$ cat src/rtl/decode_stage_if.sv
// decode_stage port bundle: fetch handshake, register file
// read / write-back ports and the decoded result for execute.
interface decode_stage_if #(
  parameter int RF_AW = 5
);
  logic              enable;
  logic [31:0]       command;
  logic [31:0]       pc;
  logic              flush;
  logic              done;
  logic              stall;
  logic [RF_AW-1:0]  rf_raddr1;
  logic [RF_AW-1:0]  rf_raddr2;
  logic [31:0]       rf_rdata1;
  logic [31:0]       rf_rdata2;
  logic              wb_enable;
  logic [RF_AW-1:0]  wb_addr;
  logic [31:0]       wb_data;
  logic [31:0]       d_pc;
  logic [31:0]       d_op1;
  logic [31:0]       d_op2;
  logic [31:0]       d_imm;
  logic [RF_AW-1:0]  d_dst;
  logic [5:0]        d_opcode;
  logic [5:0]        d_funct;
  logic              d_reg_write;
  logic              d_is_load;
  logic              d_is_store;
  logic              d_is_branch;
  logic              d_is_jump;

  modport master (
    output enable, command, pc, flush,
    output rf_rdata1, rf_rdata2,
    output wb_enable, wb_addr, wb_data,
    input  done, stall,
    input  rf_raddr1, rf_raddr2,
    input  d_pc, d_op1, d_op2, d_imm,
    input  d_dst, d_opcode, d_funct,
    input  d_reg_write, d_is_load,
    input  d_is_store, d_is_branch, d_is_jump
  );

  modport slave (
    input  enable, command, pc, flush,
    input  rf_rdata1, rf_rdata2,
    input  wb_enable, wb_addr, wb_data,
    output done, stall,
    output rf_raddr1, rf_raddr2,
    output d_pc, d_op1, d_op2, d_imm,
    output d_dst, d_opcode, d_funct,
    output d_reg_write, d_is_load,
    output d_is_store, d_is_branch, d_is_jump
  );
endinterface

$ cat src/rtl/decode_stage.sv
// MIPS-style decode stage with RAW scoreboard and wb bypass.
// Define DECODE_SCOREBOARD_EN for hazard tracking and stall.
module decode_stage #(
  parameter int RF_AW    = 5,
  parameter int LINK_REG = 31
) (
  input logic           clk,
  input logic           rstn,
  decode_stage_if.slave bus
);
  typedef enum logic [1:0] {
    IDLE,
    CHECK,
    WAIT
  } state_t;

  typedef logic [RF_AW-1:0] reg_t;

  state_t      state;
  state_t      state_nx;
  logic [31:0] cmd_q;
  logic [31:0] pc_q;
  logic [5:0]  opc;
  reg_t        rs;
  reg_t        rt;
  reg_t        rd;
  reg_t        src1;
  reg_t        src2;
  reg_t        dst;
  logic [31:0] sext;
  logic [31:0] zext;
  logic [31:0] jtgt;
  logic [31:0] imm;
  logic [31:0] op1;
  logic [31:0] op2;
  logic        use1;
  logic        use2;
  logic        rw;
  logic        ld;
  logic        st;
  logic        br;
  logic        jp;
  logic        link;
  logic        hazard;
  logic        fire;

  assign opc  = cmd_q[31:26];
  assign rs   = cmd_q[21 +: RF_AW];
  assign rt   = cmd_q[16 +: RF_AW];
  assign rd   = cmd_q[11 +: RF_AW];
  assign sext = {{16{cmd_q[15]}}, cmd_q[15:0]};
  assign zext = {16'h0, cmd_q[15:0]};
  assign jtgt = {4'b0, cmd_q[25:0], 2'b00};

  // command 0 and unknown opcodes fall to default: a nop
  always_comb begin
    use1 = 1'b0;
    use2 = 1'b0;
    dst  = '0;
    imm  = '0;
    rw   = 1'b0;
    ld   = 1'b0;
    st   = 1'b0;
    br   = 1'b0;
    jp   = 1'b0;
    link = 1'b0;
    unique case (1'b1)
      opc == 6'b000000 && cmd_q != '0: begin
        use1 = 1'b1;
        use2 = 1'b1;
        dst  = rd;
        rw   = 1'b1;
      end
      opc[5:2] == 4'b0010: begin
        use1 = 1'b1;
        dst  = rt;
        rw   = 1'b1;
        imm  = sext;
      end
      opc == 6'b001100,
      opc == 6'b001101,
      opc == 6'b001110: begin
        use1 = 1'b1;
        dst  = rt;
        rw   = 1'b1;
        imm  = zext;
      end
      opc == 6'b001111: begin
        dst = rt;
        rw  = 1'b1;
        imm = {cmd_q[15:0], 16'h0};
      end
      opc == 6'b100011: begin
        use1 = 1'b1;
        dst  = rt;
        rw   = 1'b1;
        ld   = 1'b1;
        imm  = sext;
      end
      opc == 6'b101011: begin
        use1 = 1'b1;
        use2 = 1'b1;
        st   = 1'b1;
        imm  = sext;
      end
      opc[5:1] == 5'b00010: begin
        use1 = 1'b1;
        use2 = 1'b1;
        br   = 1'b1;
        imm  = {sext[29:0], 2'b00};
      end
      opc == 6'b000010: begin
        jp  = 1'b1;
        imm = jtgt;
      end
      opc == 6'b000011: begin
        jp   = 1'b1;
        link = 1'b1;
        rw   = 1'b1;
        dst  = reg_t'(LINK_REG);
        imm  = jtgt;
      end
      opc == 6'b110010: begin
        br  = 1'b1;
        imm = jtgt;
      end
      default: ;
    endcase
  end

  assign src1 = use1 ? rs : '0;
  assign src2 = use2 ? rt : '0;
  assign bus.rf_raddr1 = src1;
  assign bus.rf_raddr2 = src2;

  always_comb begin
    op1 = bus.rf_rdata1;
    if (bus.wb_enable && bus.wb_addr == src1)
      op1 = bus.wb_data;
    if (src1 == '0)
      op1 = '0;
    if (link)
      op1 = pc_q + 32'd4;
  end

  always_comb begin
    op2 = bus.rf_rdata2;
    if (bus.wb_enable && bus.wb_addr == src2)
      op2 = bus.wb_data;
    if (src2 == '0)
      op2 = '0;
  end

`ifdef DECODE_SCOREBOARD_EN
  localparam int NREG = 1 << RF_AW;

  logic [NREG-1:0] busy;
  logic            blk1;
  logic            blk2;

  // a write-back landing this cycle releases its register
  assign blk1 = src1 != '0 && busy[src1] &&
                !(bus.wb_enable && bus.wb_addr == src1);
  assign blk2 = src2 != '0 && busy[src2] &&
                !(bus.wb_enable && bus.wb_addr == src2);
  assign hazard    = blk1 | blk2;
  assign bus.stall = (state == WAIT);

  always_ff @(posedge clk or negedge rstn) begin
    if (!rstn) begin
      busy <= '0;
    end else begin
      if (bus.wb_enable)
        busy[bus.wb_addr] <= 1'b0;
      if (fire && rw && dst != '0)
        busy[dst] <= 1'b1;
    end
  end
`else
  assign hazard    = 1'b0;
  assign bus.stall = 1'b0;
`endif

  always_comb begin
    state_nx = state;
    fire     = 1'b0;
    unique case (state)
      IDLE: begin
        if (bus.enable)
          state_nx = CHECK;
      end
      CHECK, WAIT: begin
        if (bus.flush) begin
          state_nx = IDLE;
        end else if (hazard) begin
          state_nx = WAIT;
        end else begin
          state_nx = IDLE;
          fire     = 1'b1;
        end
      end
      default: state_nx = IDLE;
    endcase
  end

  always_ff @(posedge clk or negedge rstn) begin
    if (!rstn) begin
      state           <= IDLE;
      cmd_q           <= '0;
      pc_q            <= '0;
      bus.done        <= 1'b0;
      bus.d_pc        <= '0;
      bus.d_op1       <= '0;
      bus.d_op2       <= '0;
      bus.d_imm       <= '0;
      bus.d_dst       <= '0;
      bus.d_opcode    <= '0;
      bus.d_funct     <= '0;
      bus.d_reg_write <= 1'b0;
      bus.d_is_load   <= 1'b0;
      bus.d_is_store  <= 1'b0;
      bus.d_is_branch <= 1'b0;
      bus.d_is_jump   <= 1'b0;
    end else begin
      state    <= state_nx;
      bus.done <= fire;
      if (state == IDLE && bus.enable) begin
        cmd_q <= bus.command;
        pc_q  <= bus.pc;
      end
      if (fire) begin
        bus.d_pc        <= pc_q;
        bus.d_op1       <= op1;
        bus.d_op2       <= op2;
        bus.d_imm       <= imm;
        bus.d_dst       <= dst;
        bus.d_opcode    <= opc;
        bus.d_funct     <= cmd_q[5:0];
        bus.d_reg_write <= rw;
        bus.d_is_load   <= ld;
        bus.d_is_store  <= st;
        bus.d_is_branch <= br;
        bus.d_is_jump   <= jp;
      end
    end
  end
endmodule

$ cat src/flat_wrapper.sv
// flat-port wrapper written by rule: the top's interface ports become plain ports
module decode_stage_flat 
#(
  parameter int RF_AW    = 5,
  parameter int LINK_REG = 31
)
  (clk, rstn, bus_enable, bus_command, bus_pc, bus_flush, bus_rf_rdata1, bus_rf_rdata2, bus_wb_enable, bus_wb_addr, bus_wb_data, bus_done, bus_stall, bus_rf_raddr1, bus_rf_raddr2, bus_d_pc, bus_d_op1, bus_d_op2, bus_d_imm, bus_d_dst, bus_d_opcode, bus_d_funct, bus_d_reg_write, bus_d_is_load, bus_d_is_store, bus_d_is_branch, bus_d_is_jump);
  decode_stage_if #(.RF_AW(RF_AW)) bus_i ();
  input logic clk;
  input logic rstn;
  input wire logic [$bits(bus_i.enable)-1:0] bus_enable;
  input wire logic [$bits(bus_i.command)-1:0] bus_command;
  input wire logic [$bits(bus_i.pc)-1:0] bus_pc;
  input wire logic [$bits(bus_i.flush)-1:0] bus_flush;
  input wire logic [$bits(bus_i.rf_rdata1)-1:0] bus_rf_rdata1;
  input wire logic [$bits(bus_i.rf_rdata2)-1:0] bus_rf_rdata2;
  input wire logic [$bits(bus_i.wb_enable)-1:0] bus_wb_enable;
  input wire logic [$bits(bus_i.wb_addr)-1:0] bus_wb_addr;
  input wire logic [$bits(bus_i.wb_data)-1:0] bus_wb_data;
  output wire logic [$bits(bus_i.done)-1:0] bus_done;
  output wire logic [$bits(bus_i.stall)-1:0] bus_stall;
  output wire logic [$bits(bus_i.rf_raddr1)-1:0] bus_rf_raddr1;
  output wire logic [$bits(bus_i.rf_raddr2)-1:0] bus_rf_raddr2;
  output wire logic [$bits(bus_i.d_pc)-1:0] bus_d_pc;
  output wire logic [$bits(bus_i.d_op1)-1:0] bus_d_op1;
  output wire logic [$bits(bus_i.d_op2)-1:0] bus_d_op2;
  output wire logic [$bits(bus_i.d_imm)-1:0] bus_d_imm;
  output wire logic [$bits(bus_i.d_dst)-1:0] bus_d_dst;
  output wire logic [$bits(bus_i.d_opcode)-1:0] bus_d_opcode;
  output wire logic [$bits(bus_i.d_funct)-1:0] bus_d_funct;
  output wire logic [$bits(bus_i.d_reg_write)-1:0] bus_d_reg_write;
  output wire logic [$bits(bus_i.d_is_load)-1:0] bus_d_is_load;
  output wire logic [$bits(bus_i.d_is_store)-1:0] bus_d_is_store;
  output wire logic [$bits(bus_i.d_is_branch)-1:0] bus_d_is_branch;
  output wire logic [$bits(bus_i.d_is_jump)-1:0] bus_d_is_jump;
  assign bus_i.enable = bus_enable;
  assign bus_i.command = bus_command;
  assign bus_i.pc = bus_pc;
  assign bus_i.flush = bus_flush;
  assign bus_i.rf_rdata1 = bus_rf_rdata1;
  assign bus_i.rf_rdata2 = bus_rf_rdata2;
  assign bus_i.wb_enable = bus_wb_enable;
  assign bus_i.wb_addr = bus_wb_addr;
  assign bus_i.wb_data = bus_wb_data;
  assign bus_done = bus_i.done;
  assign bus_stall = bus_i.stall;
  assign bus_rf_raddr1 = bus_i.rf_raddr1;
  assign bus_rf_raddr2 = bus_i.rf_raddr2;
  assign bus_d_pc = bus_i.d_pc;
  assign bus_d_op1 = bus_i.d_op1;
  assign bus_d_op2 = bus_i.d_op2;
  assign bus_d_imm = bus_i.d_imm;
  assign bus_d_dst = bus_i.d_dst;
  assign bus_d_opcode = bus_i.d_opcode;
  assign bus_d_funct = bus_i.d_funct;
  assign bus_d_reg_write = bus_i.d_reg_write;
  assign bus_d_is_load = bus_i.d_is_load;
  assign bus_d_is_store = bus_i.d_is_store;
  assign bus_d_is_branch = bus_i.d_is_branch;
  assign bus_d_is_jump = bus_i.d_is_jump;
  decode_stage #(.RF_AW(RF_AW), .LINK_REG(LINK_REG)) u_core (.clk(clk), .rstn(rstn), .bus(bus_i));
endmodule
$ cat config.mk
export PLATFORM = sky130hd
export DESIGN_NAME = decode_stage_flat
export DESIGN_NICKNAME = d
export VERILOG_FILES = /design/src/rtl/decode_stage_if.sv /design/src/rtl/decode_stage.sv /design/src/flat_wrapper.sv
export SDC_FILE = /design/constraint.sdc
export NUM_CORES = 1
export LEC_CHECK = 0
export ABC_AREA = 1
export CAP_MARGIN = 10
export CORE_AREA = 5 5 154 156
export DETAILED_ROUTE_END_ITERATION = 16
export DIE_AREA = 0 0 159 161
export MAX_ROUTING_LAYER = met4
export PLACE_DENSITY = 0.87
export SETUP_SLACK_MARGIN = 0.15
export SKIP_CTS_REPAIR_TIMING = 1
export SYNTH_ARGS = -nofsm -noshare
export SYNTH_HDL_FRONTEND = slang
export SYNTH_SLANG_ARGS = --single-unit
$ cat constraint.sdc
create_clock -name clk -period 3.32 [get_ports clk]
set_input_delay 0.498 -clock clk [delete_from_list [all_inputs] [get_ports clk]]
set_output_delay 0.498 -clock clk [all_outputs]
set_load 0.01 [all_outputs]
==> results of run 1 <==
[stage by stage]
stage                     instance area (um^2)  setup slack (ps)   util  std cells  power, mW
final                                    15300               256  0.686       2042       8.41
after floorplan                          10800              1280      -       1437       4.42
after global placement                   14400               433  0.648       1995       5.78
after global routing                     15300               106  0.686       2042       8.81
after detailed placement                 14400               320  0.648       1995       5.83
after CTS                                15200               157  0.682       2035       8.42
[cell type report]
| class | count | area, um^2 | share of cell area |
|---|---|---|---|
| Inverter | 183 | 692 | 0.0454 |
| Timing Repair Buffer | 356 | 3570 | 0.234 |
| Sequential cell | 216 | 5410 | 0.354 |
| Clock inverter | 8 | 67.6 | 0.00443 |
| Tap cell | 285 | 357 | 0.0234 |
| Multi-Input combinational cell | 960 | 4470 | 0.293 |
| Antenna cell | 2 | 5.00 | 0.000328 |
| Clock buffer | 32 | 689 | 0.0452 |
[cell usage in the layout (no fill, tap or decap), types with 2 or more instances in the layout]
cell type | synthesis | layout
sky130_fd_sc_hd__nand2_1 | 434 | 433
sky130_fd_sc_hd__clkdlybuf4s50_1 | 0 | 322
sky130_fd_sc_hd__dfrtp_1 | 216 | 215
sky130_fd_sc_hd__inv_1 | 181 | 181
sky130_fd_sc_hd__o21ai_0 | 124 | 124
sky130_fd_sc_hd__nor2_1 | 86 | 83
sky130_fd_sc_hd__nand3_1 | 79 | 79
sky130_fd_sc_hd__a21oi_1 | 74 | 74
sky130_fd_sc_hd__nand4_1 | 73 | 73
sky130_fd_sc_hd__clkbuf_16 | 0 | 23
sky130_fd_sc_hd__buf_4 | 4 | 22
sky130_fd_sc_hd__o22ai_1 | 17 | 17
sky130_fd_sc_hd__nor3_1 | 13 | 13
sky130_fd_sc_hd__xor2_1 | 8 | 8
sky130_fd_sc_hd__nor2_2 | 6 | 8
sky130_fd_sc_hd__clkbuf_8 | 0 | 8
sky130_fd_sc_hd__a31oi_1 | 7 | 7
sky130_fd_sc_hd__dlymetal6s2s_1 | 0 | 7
sky130_fd_sc_hd__nor4_1 | 6 | 6
sky130_fd_sc_hd__clkinv_2 | 0 | 6
sky130_fd_sc_hd__a22oi_1 | 5 | 5
sky130_fd_sc_hd__a21o_1 | 5 | 5
sky130_fd_sc_hd__o21ai_1 | 4 | 4
sky130_fd_sc_hd__buf_12 | 0 | 4
sky130_fd_sc_hd__nand3_4 | 1 | 3
sky130_fd_sc_hd__diode_2 | 0 | 2
sky130_fd_sc_hd__o21ai_4 | 1 | 2
sky130_fd_sc_hd__nand2_2 | 1 | 2
sky130_fd_sc_hd__nor2_4 | 1 | 2
sky130_fd_sc_hd__nand3_2 | 3 | 2
[path summary, 6_finish.rpt]
kind / endpoint / slack, ps
worst max-delay path: bus_rf_raddr2[1] / 260
worst min-delay path: u_core.bus.d_op2[4] / -5
worst max register to register: u_core.bus.d_op2[4] / 450
worst min register to register: u_core.bus.d_op2[2] / 480
max in group asynchronous: u_core.bus.d_pc[30] / 2440
min in group clk: u_core.bus.d_op2[2] / 480
[layer usage]
metal	wire length, um	vias up	share of wire	track usage
met3	3660	95	0.093	0.0684
met2	18200	631	0.46	0.462
met5	0	-	0	-
met1	16000	5231	0.41	0.403
li1	-	5242	-	-
met4	1560	0	0.040	0.105
[sequential cells by signal, summed over array words and instances, names as in the netlist, 5 cells and up]
signal               flops
u_core.bus.d_imm        32
u_core.bus.d_op1        32
u_core.bus.d_op2        32
u_core.bus.d_pc         32
u_core.cmd_q            32
u_core.pc_q             32
u_core.bus.d_funct       6
u_core.bus.d_opcode      6
u_core.bus.d_dst         5
[power by group through the flow]
stage	Sequential (mW)	Combinational [mW]	Clock (mW)
global placement	3.45	2.33	0
finish	3.43	2.40	2.58
global route	3.47	2.61	2.72
detailed placement	3.45	2.38	0
CTS	3.41	2.40	2.61
floorplan	3.54	0.877	0
[cell families after synthesis]
logic type      after synthesis
other cells                   1
buf+inv                     262
xor+xnor                      8
fa+ha+maj                     1
mux                           1
flops                       216
compound gates              241
simple gates                707
[worst reg2reg max path: stages, from the launching register on]
cell,delay [ps]
sky130_fd_sc_hd__dfrtp_1,420
sky130_fd_sc_hd__nor2_1,190
sky130_fd_sc_hd__nand4_1,390
sky130_fd_sc_hd__nand3_4,260
sky130_fd_sc_hd__nand2_1,130
sky130_fd_sc_hd__nand4_1,130
sky130_fd_sc_hd__o21ai_0,80
sky130_fd_sc_hd__inv_1,860
sky130_fd_sc_hd__nand3_1,220
sky130_fd_sc_hd__nand2_1,110
==> results.ini, run 1 <==
[finish]
final.fill_count = 1756
layout-area-overhead-vs-synth_pct = 40.7
drive_above_1_share = 0.0513
finish.net_count = 1911

[critical_path]
crit_fanout = 5
crit_cells = 6
type_of_the_worst_setup_path = flip-flop to primary output
sort_of_element_at_the_start_of_the_critical_path = flip-flop
crit_chain = nor2_1 -> nand4_1 -> nand3_4 -> nand2_1 -> inv_1 -> clkdlybuf4s50_1
worst_r2r_startpoint = u_core.cmd_q[31]
path_buf_inv = 2
crit_path_end_kind = primary output
timing.critical_path.arrival_ps = 2570
required_ps = 2820
worst_reg2reg_path_depth = 9
critPathTopFamily = simple AND/OR/NAND/NOR gates
startpoint = u_core.cmd_q[31]
timing.critical_path.slowest_stage_cell = sky130_fd_sc_hd__clkdlybuf4s50_1
cp_slowest_stage_delay_ps = 580

[timing]
setup_violations = 0
final.min_clock_period_ps = 3060
final.period_utilization = 0.923
achievable-frequency_mhz = 326
tns_ps = 0
pins_over_slew_limit = 0
fin_worst_hold_slack_ps = -5.43
timing.max_slew.rel_slack = 0.203
hold_viol_final = 1
rsz0062_at_grt = yes
worst-slew-pin-transition_ps = 1190
timing.clock.skew_ps = 11.0

[routing]
antenna_left = 0
first_iter_violations = 1088
via_count = 11199
avgViaCountPerCell = 5.48
drc = 0
finalWirelength_mm = 39.4
drt_pass1_iterations = 6
detail_route.wl_per_cell_um = 19.3

[logic_synthesis]
synth-compound-area-share = 0.118
synthTopCellsByCount = sky130_fd_sc_hd__nand2_1 (434), sky130_fd_sc_hd__dfrtp_1 (216), sky130_fd_sc_hd__inv_1 (181)
synth.avg_cell_area_um2 = 7.54
synth.ff_latch_count = 216
synth.area.mux_share = 0.00104
post_synth_edffs = 0
synth.most_common_cell = sky130_fd_sc_hd__nand2_1
synth.lib_cells_used.distinct = 39
synth_async_sr_flop_share = 1.00
total_number_of_yosys_warnings = 0
synth_simple_gate_area_share = 0.280
synthDominantAreaCellType = sky130_fd_sc_hd__dfrtp_1
synth-seq-area-share = 0.499
largest_family_of_logic_cells_by_synthesized_area = simple AND/OR/NAND/NOR gates
post-synth-top-area-fraction = 0.499
synthTopCellsByArea = sky130_fd_sc_hd__dfrtp_1 (50%), sky130_fd_sc_hd__nand2_1 (15%), sky130_fd_sc_hd__inv_1 (6.3%), sky130_fd_sc_hd__o21ai_0 (5.7%), sky130_fd_sc_hd__nand4_1 (4.2%)
net_count_of_the_mapped_netlist = 1608
synthAdderAreaFrac = 0.00115
yosys_most_used_dff = sky130_fd_sc_hd__dfrtp_1
synth_xor_area_frac = 0.00646
synthesis.area_um2 = 10800
synthCells = 1437

[floorplanning]
floorplan.die.height_um = 161
num_rows = 55
initial_cell_density_of_the_core = 0.488
die_w_um = 159
die_area_um2 = 25600
top_level_ports = 332
core_region_area_um2 = 22200

[clocking]
cts_inserted_buffers = 23
clock_tree.buffer_depth = 3
cts_sink_count = 216
clkSlewWorstSetupHoldPaths_ps = 60
clock_tree.htree_level_count = 1
clock_insertion_delay_worst_skew_ps = 510
cts_tree = yes
clock_tree.root_cell = sky130_fd_sc_hd__clkbuf_16

[grt]
number_of_global_route_vias_before_repair = 11040
grt.total_usage = 0.303
grt_overflow_total = 0
grt_pass1_wl_mm = 61.3
grt_antenna_before_repair = 2
maximum_number_of_pins_on_one_net_before_global_route_repair = 105

[power_and_ir_drop]
share_seq_of_total_power = 0.407
total_switching_power_mw = 2.66
cell_internal_pwr_mw = 5.75
power_per_cell_area_nw_per_um2 = 551
static_leakage_nw = 7.54
max-vdd-ir-drop_uv = 387
share_clk_of_total_power = 0.307
switching_share = 0.317
pwr-share-comb = 0.286

[placed_design]
place.port_buffers = 330
gp_congestion = 0.915
post_dp_hpwl_mm = 28.3

[flow_run]
drv_cap = 0

[hold_path]
timing.hold.worst.class = input port to asynchronous set/reset pin

[run_status]
failed_checks = negative hold slack
run_status = finished, violations left

No activity file was read; power rests on OpenSTA's default activity.
==> run 2, diff against run 1 <==
--- a/config.mk
+++ b/config.mk
@@ -10,10 +10,12 @@
 export CORE_AREA = 5 5 154 156
 export DETAILED_ROUTE_END_ITERATION = 16
 export DIE_AREA = 0 0 159 161
+export GPL_TIMING_DRIVEN = 0
 export MAX_ROUTING_LAYER = met4
 export PLACE_DENSITY = 0.87
 export SETUP_SLACK_MARGIN = 0.15
 export SKIP_CTS_REPAIR_TIMING = 1
+export SLEW_MARGIN = 20
 export SYNTH_ARGS = -nofsm -noshare
 export SYNTH_HDL_FRONTEND = slang
 export SYNTH_SLANG_ARGS = --single-unit
==> constraint.sdc (replaced) <==
create_clock -name clk -period 3.32 [get_ports clk]
set_input_delay 0.498 -clock clk [delete_from_list [all_inputs] [get_ports clk]]
set_output_delay 0.498 -clock clk [all_outputs]
set_load 0.005 [all_outputs]
==> results.ini, run 2 (synthesized netlist as in run 1, its figures left out) <==
[routing]
via_count = 11661  ; +4.1%
avgViaCountPerCell = 5.54  ; +1.1%
antenna_left = 0  ; unchanged
finalWirelength_mm = 42.1  ; +6.8%
drc = 0  ; unchanged
detail_route.wl_per_cell_um = 20.0  ; +3.6%
drt_pass1_iterations = 5  ; -1
first_iter_violations = 1366  ; +26%

[floorplanning]
core_region_area_um2 = 22200  ; unchanged
initial_cell_density_of_the_core = 0.488  ; unchanged
die_w_um = 159  ; unchanged
top_level_ports = 332  ; unchanged
num_rows = 55  ; unchanged
floorplan.die.height_um = 161  ; unchanged
die_area_um2 = 25600  ; unchanged

[finish]
fin_area_um2 = 15500  ; +1.4%
final.fill_count = 1778  ; +1.3%
finish.net_count = 1968  ; +3.0%
drive_above_1_share = 0.0436  ; -0.00773
finalCoreUtilization = 0.696  ; +0.00946
mostFrequentLayoutCell = sky130_fd_sc_hd__nand2_1
commonest_cells_after_routing_fill_and_taps_aside = sky130_fd_sc_hd__nand2_1 (434), sky130_fd_sc_hd__clkdlybuf4s50_1 (329), sky130_fd_sc_hd__dfrtp_1 (215), sky130_fd_sc_hd__inv_1 (181), sky130_fd_sc_hd__o21ai_0 (124)
layout-area-overhead-vs-synth_pct = 42.6
stdcell_count = 2104  ; +3.0%

[hold_path]
timing.hold.worst.class = flip-flop to flip-flop

[grt]
grt_overflow_total = 0  ; unchanged
grt_pass1_wl_mm = 64.8  ; +5.7%
number_of_global_route_vias_before_repair = 11455  ; +3.8%
maximum_number_of_pins_on_one_net_before_global_route_repair = 84  ; -20%
grt.total_usage = 0.324  ; +0.0210
grt_antenna_before_repair = 5  ; +3

[placed_design]
placed_cell_count = 2054  ; +3.0%
post_dp_hpwl_mm = 31.9  ; +13%
gp_congestion = 0.969  ; +5.9%
dp_worst_setup_slack_ps = 286  ; -34.4 ps
place.port_buffers = 330  ; unchanged
place_area_um2 = 14600  ; +1.1%

[timing]
pins_over_slew_limit = 0  ; unchanged
timing.clock.skew_ps = 13.6  ; +2.55 ps
final.min_clock_period_ps = 3120  ; +52.9 ps
layout_setup_ws_ps = 203  ; -52.9 ps
timing.max_slew.rel_slack = 0.373  ; +0.170
setup_violations = 0  ; unchanged
worst-slew-pin-transition_ps = 941  ; -254 ps
rsz0062_at_grt = no
hold_viol_final = 0  ; -1
fin_worst_hold_slack_ps = 474  ; +479 ps
achievable-frequency_mhz = 321  ; -1.7%
final.period_utilization = 0.939  ; +0.0159
tns_ps = 0  ; unchanged

[clocking]
cts_tree = yes
cts_inserted_buffers = 24  ; +4.3%
clock_tree.htree_level_count = 1  ; unchanged
clock_insertion_delay_worst_skew_ps = 520  ; about the same
clock_tree.root_cell = sky130_fd_sc_hd__clkbuf_16
cts_sink_count = 216  ; unchanged
clkSlewWorstSetupHoldPaths_ps = 60  ; about the same
clock_tree.buffer_depth = 3  ; unchanged

[power_and_ir_drop]
report.power.total_mw = 8.65  ; +2.9%
max-vdd-ir-drop_uv = 363  ; -6.2%
power_per_cell_area_nw_per_um2 = 560  ; +1.5%
static_leakage_nw = 7.49  ; -0.76%

[flow_run]
drv_cap = 0  ; unchanged

[critical_path]
sort_of_element_at_the_start_of_the_critical_path = flip-flop
type_of_the_worst_setup_path = flip-flop to primary output
crit_path_end_kind = primary output
crit_fanout = 9  ; +4
required_ps = 2820  ; about the same
timing.critical_path.arrival_ps = 2620  ; +50 ps

[run_status]
run_status = finished, final reports clean

-- run 2: cell count changes in the layout (fill, tap and decap cells not counted), sizes merged, moves of 2 or more --
cell / change
clkdlybuf4s50: +7
clkbuf: +52
clkinv: -2
bufinv: +4
buf: +6
dlymetal6s2s: -7
diode: +3
-- run 2: layout make-up --
class	instances	area (um^2)	area share
repair buffers	334	3380	0.219
well taps	285	357	0.0231
inverters	183	687	0.0444
diodes	5	12.5	0.000809
multi-input cells	959	4430	0.286
plain buffers	79	330	0.0214
flip-flops and latches	216	5410	0.350
clock buffers	34	689	0.0446
clock inverters	9	173	0.0112
-- run 2: final timing paths --
path,to,from,cells after the start,slack (ps)
max,bus_rf_raddr1[4],u_core.cmd_q[31],8,200
min,u_core.bus.d_pc[10],u_core.bus.d_pc[10],2,470
max reg2reg,u_core.bus.d_op2[9],u_core.cmd_q[31],12,310
min reg2reg,u_core.bus.d_pc[10],u_core.bus.d_pc[10],2,470
max in group asynchronous,u_core.pc_q[8],rstn,4,1600
min in group asynchronous,u_core.bus.d_op2[6],rstn,2,530
-- run 2: power breakdown --
part	internal, mW	total (mW)	switching (mW)
clock	1.83	2.92	1.09
sequential	3.08	3.42	0.333
combinational	1.15	2.32	1.17
-- run 2: metal layers --
layer	global-route usage	wire (um)
met5	-	0
met4	0.121	1700
met1	0.408	16600
met2	0.518	19800
met3	0.0704	3940
-- run 2: critical path, stage by stage, from the launching register on --
cell	delay, ps
sky130_fd_sc_hd__dfrtp_2	480
sky130_fd_sc_hd__nor2_2	180
sky130_fd_sc_hd__nand2_1	90
sky130_fd_sc_hd__o21ai_1	170
sky130_fd_sc_hd__o21ai_4	190
sky130_fd_sc_hd__nand3_4	180
sky130_fd_sc_hd__nand2_1	100
sky130_fd_sc_hd__inv_1	160
sky130_fd_sc_hd__clkdlybuf4s50_1	550
==> run 3, diff against run 2 <==
--- a/config.mk
+++ b/config.mk
@@ -7,12 +7,14 @@
 export LEC_CHECK = 0
 export ABC_AREA = 1
 export CAP_MARGIN = 10
-export CORE_AREA = 5 5 154 156
+export CELL_PAD_IN_SITES_DETAIL_PLACEMENT = 1
+export CELL_PAD_IN_SITES_GLOBAL_PLACEMENT = 2
+export CORE_AREA = 5 5 203 205
 export DETAILED_ROUTE_END_ITERATION = 16
-export DIE_AREA = 0 0 159 161
+export DIE_AREA = 0 0 208 210
 export GPL_TIMING_DRIVEN = 0
 export MAX_ROUTING_LAYER = met4
-export PLACE_DENSITY = 0.87
+export PLACE_DENSITY = 0.89
 export SETUP_SLACK_MARGIN = 0.15
 export SKIP_CTS_REPAIR_TIMING = 1
 export SLEW_MARGIN = 20
==> results.ini, run 3 (synthesized netlist as in run 1, its figures left out) <==
[critical_path]
crit_path_end_kind = primary output
cp_slowest_stage_delay_ps = 470  ; -80 ps
crit_chain = nor2_1 -> nand2_1 -> nor2_1 -> nand2_1 -> o21ai_4 -> nand3_2 -> nand2_1 -> inv_1 -> clkdlybuf4s50_1
crit-reg2reg-capture = u_core.bus.d_op1[26]
type_of_the_worst_setup_path = flip-flop to primary output
worst_r2r_startpoint = u_core.cmd_q[29]
r2r_setup_slack_ps = 450  ; +140 ps
required_ps = 2820  ; about the same
crit_fanout = 5  ; -4
worst_reg2reg_path_depth = 10  ; -2
crit_top_cell = sky130_fd_sc_hd__nand2_1
path_buf_inv = 2  ; unchanged
timing.critical_path.slowest_stage_cell = sky130_fd_sc_hd__dfrtp_1
critPathTopFamily = simple AND/OR/NAND/NOR gates
sort_of_element_at_the_start_of_the_critical_path = flip-flop
timing.critical_path.arrival_ps = 2570  ; -50 ps

[routing]
via_count = 11276  ; -3.3%
antenna_left = 0  ; unchanged
drc = 0  ; unchanged
detail_route.wl_per_cell_um = 21.1  ; +5.7%
top_layer_used = met4
met3RoutedLength_mm = 2.13  ; -46%
finalWirelength_mm = 49.6  ; +18%
routedLengthMet1_mm = 22.9  ; +38%
drt_pass1_iterations = 5  ; unchanged
routed-wl-met2_mm = 22.9  ; +16%
first_iter_violations = 494  ; -64%
avgViaCountPerCell = 4.80  ; -13%

[grt]
grt_overflow_total = 0  ; unchanged
grt.total_usage = 0.227  ; -0.0974
number_of_global_route_vias_before_repair = 12012  ; +4.9%
grt_antenna_before_repair = 1  ; -4
grt_pass1_wl_mm = 75.2  ; +16%
maximum_number_of_pins_on_one_net_before_global_route_repair = 87  ; +3.6%

[placed_design]
post_dp_hpwl_mm = 39.7  ; +25%
place_area_um2 = 14900  ; +2.1%
dp_worst_setup_slack_ps = 334  ; +48.5 ps
gp_congestion = 0.906  ; -6.5%
place.port_buffers = 330  ; unchanged

[power_and_ir_drop]
static_leakage_nw = 7.57  ; +1.1%
max-vdd-ir-drop_uv = 362  ; -0.23%
report.power.total_mw = 9.16  ; +5.8%
power_per_cell_area_nw_per_um2 = 575  ; +2.7%

[finish]
multi_input_comb_area_um2 = 4430  ; unchanged
final.fill_count = 4784  ; +170%
layout-area-overhead-vs-synth_pct = 46.9
seq_area_um2 = 5410  ; about the same
commonest_cells_after_routing_fill_and_taps_aside = sky130_fd_sc_hd__nand2_1 (434), sky130_fd_sc_hd__clkdlybuf4s50_1 (329), sky130_fd_sc_hd__dfrtp_1 (211), sky130_fd_sc_hd__inv_1 (181), sky130_fd_sc_hd__o21ai_0 (124)
finish.net_count = 1972  ; +0.20%
drive_above_1_share = 0.0533  ; +0.00972
mostFrequentLayoutCell = sky130_fd_sc_hd__nand2_1
fin_area_um2 = 15900  ; +3.0%

[floorplanning]
core_region_area_um2 = 39300  ; +77%
die_w_um = 208  ; +31%
initial_cell_density_of_the_core = 0.276  ; -0.212
top_level_ports = 332  ; unchanged
die_area_um2 = 43700  ; +71%
num_rows = 73  ; +33%
floorplan.die.height_um = 210  ; +30%

[clocking]
clock_insertion_delay_worst_skew_ps = 560  ; +40 ps
clkSlewWorstSetupHoldPaths_ps = 60  ; about the same
clock_tree.buffer_depth = 3  ; unchanged
clock_tree.root_cell = sky130_fd_sc_hd__clkbuf_16
cts_inserted_buffers = 27  ; +13%
clock_tree.htree_level_count = 1  ; unchanged
cts_tree = yes
cts_sink_count = 216  ; unchanged

[timing]
hold_viol_final = 0  ; unchanged
pins_over_slew_limit = 0  ; unchanged
layout_setup_ws_ps = 254  ; +51.3 ps
rsz0062_at_grt = yes
final.period_utilization = 0.924  ; -0.0154
timing.clock.skew_ps = 11.1  ; -2.45 ps
timing.max_slew.rel_slack = 0.443  ; +0.0703
setup_violations = 0  ; unchanged
fin_worst_hold_slack_ps = 477  ; +2.68 ps
achievable-frequency_mhz = 326  ; +1.7%
final.min_clock_period_ps = 3070  ; -51.3 ps
worst-slew-pin-transition_ps = 832  ; -109 ps

[run_status]
run_status = finished, final reports clean

[flow_run]
drv_cap = 0  ; unchanged

[hold_path]
timing.hold.worst.class = input port to asynchronous set/reset pin

[run 3: routing by layer]
metal,vias up,GRT usage
li1,5380,-
met1,5524,0.298
met2,294,0.363
met3,78,0.0348
met4,0,0.0698
met5,-,-
[run 3: worst max-delay path by stage]
stage,startpoint,to,slack [ps],cells after the start
2_1_floorplan,u_core.cmd_q[20],u_core.bus.d_op1[16],1300,13
3_3_place_gp,rstn,u_core.bus.d_op2[27],-7660,1
3_5_place_dp,bus_flush,u_core.bus.d_pc[28],330,7
4_1_cts,u_core.cmd_q[23],bus_rf_raddr2[3],130,9
5_1_grt,u_core.cmd_q[23],bus_rf_raddr2[0],130,9
6_report,u_core.cmd_q[16],bus_rf_raddr2[3],250,9
[run 3: worst register-to-register path, stage by stage, from the launching register on]
cell	delay (ps)
sky130_fd_sc_hd__dfrtp_1	430
sky130_fd_sc_hd__nor2_1	220
sky130_fd_sc_hd__nand2_1	100
sky130_fd_sc_hd__nor2_1	120
sky130_fd_sc_hd__inv_1	100
sky130_fd_sc_hd__nor2_1	640
sky130_fd_sc_hd__inv_1	240
sky130_fd_sc_hd__clkbuf_1	360
sky130_fd_sc_hd__a21oi_1	220
sky130_fd_sc_hd__a21oi_1	140
sky130_fd_sc_hd__a21oi_1	210
[run 3: final cells by class]
| cell class | instances | share of cell area |
|---|---|---|
| clock inverters | 17 | 0.0174 |
| plain buffers | 79 | 0.0208 |
| repair buffers | 335 | 0.213 |
| flip-flops and latches | 216 | 0.340 |
| well taps | 525 | 0.0412 |
| multi-input cells | 959 | 0.278 |
| diodes | 1 | 0.000157 |
| inverters | 183 | 0.0431 |
| clock buffers | 32 | 0.0467 |
[run 3: where the power goes]
group          internal, mW  switching (mW)  leakage [nW]
clock                  2.08            1.26         0.499
combinational          1.15            1.21          4.33
sequential             3.09           0.360          2.74
[run 3: stage by stage]
stage                     cells   util  setup TNS, ps
after floorplan            1437      -              0
after global placement     2292  0.377       -1648670
after detailed placement   2294  0.378              0
after CTS                  2343  0.404              0
after global routing       2347  0.406              0
final                      2347  0.406              0
